--- config.mk ---
export PLATFORM = sky130hd
export DESIGN_NAME = cnn16_mem_arbiter
export DESIGN_NICKNAME = d
export VERILOG_FILES = /design/src/rtl/cnn16_pkg.sv /design/src/rtl/cnn16_rr_pick2.sv /design/src/rtl/cnn16_mem_arbiter.sv
export SDC_FILE = /design/constraint.sdc
export NUM_CORES = 1
export LEC_CHECK = 0
export ABC_AREA = 1
export CAP_MARGIN = 15
export CORE_ASPECT_RATIO = 0.9
export CORE_MARGIN = 2
export CORE_UTILIZATION = 70
export CTS_BUF_LIST = sky130_fd_sc_hd__clkbuf_4
export DETAILED_ROUTE_END_ITERATION = 8
export DONT_BUFFER_PORTS = 1
export PLACE_DENSITY = 0.86
export SYNTH_ARGS = -nofsm -noshare
export SYNTH_HDL_FRONTEND = slang
export SYNTH_HIERARCHICAL = 1
export SYNTH_SLANG_ARGS = --single-unit
--- constraint.sdc ---
create_clock -name clk -period 4.6 [get_ports clk]
set_clock_uncertainty 0.1 [all_clocks]
set_input_delay 0.69 -clock clk [delete_from_list [all_inputs] [get_ports clk]]
set_output_delay 0.69 -clock clk [all_outputs]
set_load 0.02 [all_outputs]
--- src/rtl/cnn16_pkg.sv ---
// Shared constants for the CNN16 memory subsystem: word/address widths and
// the arbiter state encoding.
package cnn16_pkg;

    localparam int CNN16_ADDR_W = 12;
    localparam int CNN16_DATA_W = 16;

    typedef logic [1:0] arb_state_t;

    localparam arb_state_t IDLE  = 2'd0;
    localparam arb_state_t ISSUE = 2'd1;
    localparam arb_state_t RESP  = 2'd2;

endpackage

--- src/rtl/cnn16_rr_pick2.sv ---
// Combinational two-way round-robin selector; on a tie the requester that is
// not the pointer wins.
module cnn16_rr_pick2 (
    input  logic req0,
    input  logic req1,
    input  logic ptr,
    output logic gnt_valid,
    output logic gnt_id
);

    always_comb begin
        gnt_valid = req0 | req1;
        if (req0 && req1) begin
            gnt_id = ~ptr;
        end else begin
            gnt_id = req1;
        end
    end

endmodule

--- src/rtl/cnn16_mem_arbiter.sv ---
// Round-robin arbiter sharing one memory port between the CNN16 core (0) and
// the loader DMA (1), with a ready-timeout watchdog. All outputs are registered.
module cnn16_mem_arbiter
    import cnn16_pkg::*;
#(
    parameter int          ADDR_W  = CNN16_ADDR_W,
    parameter int          DATA_W  = CNN16_DATA_W,
    parameter int unsigned TIMEOUT = 255
) (
    input  logic              clk,
    input  logic              rst,
    input  logic              req0,
    input  logic              we0,
    input  logic [ADDR_W-1:0] addr0,
    input  logic [DATA_W-1:0] wdata0,
    output logic              ack0,
    output logic              err0,
    output logic [DATA_W-1:0] rdata0,
    input  logic              req1,
    input  logic              we1,
    input  logic [ADDR_W-1:0] addr1,
    input  logic [DATA_W-1:0] wdata1,
    output logic              ack1,
    output logic              err1,
    output logic [DATA_W-1:0] rdata1,
    output logic              mem_req,
    output logic              mem_we,
    output logic [ADDR_W-1:0] mem_addr,
    output logic [DATA_W-1:0] mem_wdata,
    input  logic [DATA_W-1:0] mem_rdata,
    input  logic              mem_ready,
    output logic              busy,
    output logic              owner
);

    localparam logic [7:0] CNT_LAST = 8'(TIMEOUT - 1);

    arb_state_t        state_q, state_d;
    logic              ptr_q, ptr_d;
    logic [7:0]        cnt_q, cnt_d;
    logic              owner_q, owner_d;
    logic              busy_q, busy_d;
    logic              mem_req_q, mem_req_d;
    logic              mem_we_q, mem_we_d;
    logic [ADDR_W-1:0] mem_addr_q, mem_addr_d;
    logic [DATA_W-1:0] mem_wdata_q, mem_wdata_d;
    logic [1:0]        ack_q, ack_d;
    logic [1:0]        err_q, err_d;
    logic [DATA_W-1:0] rdata0_q, rdata0_d;
    logic [DATA_W-1:0] rdata1_q, rdata1_d;

    logic gnt_valid;
    logic gnt_id;

    cnn16_rr_pick2 u_pick (
        .req0      (req0),
        .req1      (req1),
        .ptr       (ptr_q),
        .gnt_valid (gnt_valid),
        .gnt_id    (gnt_id)
    );

    always_comb begin
        state_d     = state_q;
        ptr_d       = ptr_q;
        cnt_d       = cnt_q;
        owner_d     = owner_q;
        mem_req_d   = mem_req_q;
        mem_we_d    = mem_we_q;
        mem_addr_d  = mem_addr_q;
        mem_wdata_d = mem_wdata_q;
        ack_d       = 2'b00;
        err_d       = 2'b00;
        rdata0_d    = rdata0_q;
        rdata1_d    = rdata1_q;

        case (state_q)
            IDLE: begin
                if (gnt_valid) begin
                    state_d     = ISSUE;
                    owner_d     = gnt_id;
                    ptr_d       = gnt_id;
                    cnt_d       = 8'd0;
                    mem_req_d   = 1'b1;
                    mem_we_d    = gnt_id ? we1 : we0;
                    mem_addr_d  = gnt_id ? addr1 : addr0;
                    mem_wdata_d = gnt_id ? wdata1 : wdata0;
                end
            end
            ISSUE: begin
                // A ready arriving on the timeout cycle still counts as success.
                if (mem_ready) begin
                    state_d        = RESP;
                    mem_req_d      = 1'b0;
                    ack_d[owner_q] = 1'b1;
                    if (!mem_we_q) begin
                        if (owner_q) rdata1_d = mem_rdata;
                        else         rdata0_d = mem_rdata;
                    end
                end else if (cnt_q == CNT_LAST) begin
                    state_d        = RESP;
                    mem_req_d      = 1'b0;
                    ack_d[owner_q] = 1'b1;
                    err_d[owner_q] = 1'b1;
                    if (owner_q) rdata1_d = '0;
                    else         rdata0_d = '0;
                end else begin
                    cnt_d = cnt_q + 8'd1;
                end
            end
            RESP: begin
                state_d = IDLE;
            end
            default: begin
                state_d = IDLE;
            end
        endcase

        busy_d = (state_d != IDLE);
    end

    always_ff @(posedge clk or negedge rst) begin
        if (!rst) begin
            state_q     <= IDLE;
            ptr_q       <= 1'b1;
            cnt_q       <= 8'd0;
            owner_q     <= 1'b0;
            busy_q      <= 1'b0;
            mem_req_q   <= 1'b0;
            mem_we_q    <= 1'b0;
            mem_addr_q  <= '0;
            mem_wdata_q <= '0;
            ack_q       <= 2'b00;
            err_q       <= 2'b00;
            rdata0_q    <= '0;
            rdata1_q    <= '0;
        end else begin
            state_q     <= state_d;
            ptr_q       <= ptr_d;
            cnt_q       <= cnt_d;
            owner_q     <= owner_d;
            busy_q      <= busy_d;
            mem_req_q   <= mem_req_d;
            mem_we_q    <= mem_we_d;
            mem_addr_q  <= mem_addr_d;
            mem_wdata_q <= mem_wdata_d;
            ack_q       <= ack_d;
            err_q       <= err_d;
            rdata0_q    <= rdata0_d;
            rdata1_q    <= rdata1_d;
        end
    end

    assign ack0      = ack_q[0];
    assign ack1      = ack_q[1];
    assign err0      = err_q[0];
    assign err1      = err_q[1];
    assign rdata0    = rdata0_q;
    assign rdata1    = rdata1_q;
    assign mem_req   = mem_req_q;
    assign mem_we    = mem_we_q;
    assign mem_addr  = mem_addr_q;
    assign mem_wdata = mem_wdata_q;
    assign busy      = busy_q;
    assign owner     = owner_q;

endmodule

==> impl_results.md <==
* Power density of the placed cells at 657 nW/µm²
* Cell area after technology mapping at 3770 µm²
* Total leakage power at ~2.2 nW
* Level count of the clock H-tree at 3
* CP max FO at 63
* Cell type with the largest total area after synthesis: dfrtp_1
* Distinct cells, synth at 27
* Number of rows in the core area at 25
* Number of I/O pins at 147
* Area share of the largest cell type after synthesis at 0.517
* Flip-flop and latch count after synthesis at 79
* Total clock buffers created by CTS at 9
* Setup crit end kind: register
* Worst reg-to-reg path cell count at 6
* Starting Density at 0.722
* Endpoint arrival time on the critical path at 2.28 ns
* Overall die area at 6000 µm²
* Setup crit start kind: input pin
* Critical Path Slowest Stage Cell: nand2_2
* Pin count of the biggest net entering global routing at 79
* Setup slack on the worst flop-to-flop path at around 2.6 ns
* Remaining routing DRC violations at 0
* Number of warnings printed during yosys synthesis at 6
* Insertion delay to the later sink of the worst-skew pair at 0.41 ns
* Final worst slack at 2.57 ns
* Root buf cell: clkbuf_4
* Max stage delay on crit path at 0.65 ns
* Most common cell after layout, fill and taps aside: nand2_1
* F_max at 493 MHz
* Worst path required time at 4.85 ns
* CP startpoint: req1
* Final TNS setup at 0 ns
* Gr ovfl total at 0
* Ordered list of cells on the worst path: or2_1, nand2_2, o21ai_0, nand2_1, nand2_1, nand2_1
* Clock sinks at 79
* DRT iter0 DRCs at 238
* Std-Cell Core Area at 5220 µm²
* Die span in x at 81.4 µm
* Headroom to the max-slew limit at 0.289
* TritonCTS clock tree: yes
* Worst-case vdd ir drop at 0.000371 V
* Biggest area contributors in the synthesized netlist: dfrtp_1, nand2_1, o21ai_0, inv_1, nand4_1
* Proportion of synthesized chip area in sequential cells at 0.524
* Total non-filler cell area in the finished layout at 4020 µm²
* Total count of max-transition violations in the final report at 0
* Number of global-route vias before repair at approximately 2700
* Detailed-route via count at 2979
* Ratio of final minimum period to clock period at 0.441
* Final net count at 541
* Wirelength per Cell at 14.9 µm
* Number of buffers on the longest clock path at 2
* Layout Utilization at 0.769
* Result of the run: finished, final reports clean
* Transition time at the pin with the least slew margin at 1.06 ns
* Max-cap check violation count at 0
* Antenna violations before repair at 0
* Final instance count without filler cells at approximately 530
* Die boundary height at 73.7 µm
* Final setup violation count at 0
* Mean number of vias per cell at 5.60
* Syn avg cell area at 8.03 µm²
* Final hold violation count at 0
* Number of placed instances with taps included at roughly 510
* CP dominant cell by count: nand2_1
* Drt first pass iters at 4
* Count of inserted antenna diode cells at 0
* DP Area at 3740 µm²
* Post-synthesis to final-layout area growth at 6.47%
* Gpl congestion at 0.830
* Pre-CTS WS at 2.12 ns
* R2r endpoint: cnt_q[1]
* Worst setup path end: cnt_q[1]
* First-pass GRT wire length at 12500 µm
* Total setup buffers inserted after CTS at 0
* Ratio of cells with drive above 1 in the final layout at 0.0688
* Commonest cells after routing, fill and taps aside: nand2_1, dfrtp_1, inv_1, o21ai_0, nand4_1
* Number of nets still failing antenna checks after routing at 0
* Cell count after synthesis at 470
* Routed Wire Length at 7930 µm
* Shortest period the worst path allows at roughly 2 ns
* Origin of the critical flop-to-flop path: state_q[0]
* Global routing usage summed across all routing layers at 0.276
* Port Buffer Count at 0
* RSZ-0062 raised after global routing: false
* Path type of the worst setup path: input pin to register
* HPWL after DPL at approximately 5500 µm
* Clock transition time at the flip-flop clock pins of the worst setup and hold paths at between 0.1 and 0.15 ns
* Min-delay worst type: input pin to asynchronous set/reset pin
* Number of nets in the synthesized netlist at around 550
layout make-up:
class / count / area, µm²
Tap cell: 67 / 83.8
Inverter: 61 / 229
Multi-Input combinational cell: 306 / 1450
Fill cell: 364 / 1210
Clock inverter: 6 / 133
Sequential cell: 79 / 1980
Clock buffer: 10 / 75.1
Timing Repair Buffer: 3 / 65.1
report_power, final:
group	switching (W)	total, W	internal, W	leakage (nW)
clock	0.000235	0.000571	0.000335	0.107
sequential	0.000522	0.00148	0.000961	1.01
combinational	0.000399	0.000585	0.000185	1.08
total	0.00116	0.00264	0.00148	2.20
worst max-delay path: cells and delay by family:
| family | cells | cell delay (ns) |
|---|---|---|
| simple gates | 5 | 1.36 |
| compound gates | 1 | 0.21 |
synth_stat cells:
library cell	number
a21oi_1	1
buf_2	5
buf_4	4
buf_6	2
clkbuf_1	13
dfrtp_1	78
dfstp_2	1
ha_1	2
inv_1	61
nand2_1	181
nand2_2	3
nand2_4	1
nand2_8	1
nand3_1	3
nand3_4	2
nand3b_1	2
nand4_1	32
nor2_1	4
nor2_2	1
nor2_4	3
nor3_1	2
nor4_1	2
o21ai_0	61
o21ai_1	2
o21bai_1	1
or2_1	1
xor2_1	1
what timing repair did:
action | in CTS | in global routing
endpoints found under the hold margin | 78 | 0
hold buffers | 2 | 0
resized for setup | 0 | 0
layer usage:
metal / vias to the layer above / wire [µm] / global-route usage / part of all wire
li1: 1474 / - / - / -
met1: 1340 / 3290 / 0.376 / 0.41
met2: 150 / 3700 / 0.426 / 0.47
met3: 15 / 805 / 0.0823 / 0.10
met4: 0 / 138 / 0.0885 / 0.017
met5: - / 0 / 0 / 0
cell families (layout without fill, tap and decap cells):
kind of cell / after synthesis / after routing / share of synthesized area
XOR/XNOR: 1 / 1 / 0.00232
AND/OR/NAND/NOR: 238 / 238 / 0.286
AO/OA/AOI/OAI: 65 / 65 / 0.0869
flip-flops: 79 / 79 / 0.524
buffers and inverters: 85 / 80 / 0.0942
adder cells (fa/ha/maj): 2 / 2 / 0.00663
state kept, by name (all words and copies together), names as in the netlist:
name       flops
owner          1
cnt_q          8
rdata1        16
err_q          2
state_q        2
ptr_q          1
mem_wdata     16
ack_q          2
rdata0        16
mem_addr      12
mem_req        1
mem_we         1
busy           1
metrics by stage:
stage	hold WS, ns	power [W]
global route	0.0672	0.00281
detailed placement	0.297	0.00205
CTS	0.0515	0.00263
finish	0.0361	0.00264
global placement	0.297	0.00201
floorplan	0.294	0.00190
how the worst min path moves through the flow:
stage                             to  cells past startpoint  start  slack [ns]
after floorplan             ack_q[0]                      0    rst        0.29
after global placement      ack_q[1]                      0    rst        0.30
after detailed placement    err_q[0]                      0    rst        0.30
after CTS                  rdata1[2]                      1    rst        0.05
after global routing      rdata0[14]                      1    rst        0.07
final                     rdata0[14]                      1    rst        0.04
(Power assumes the default switching activity.)
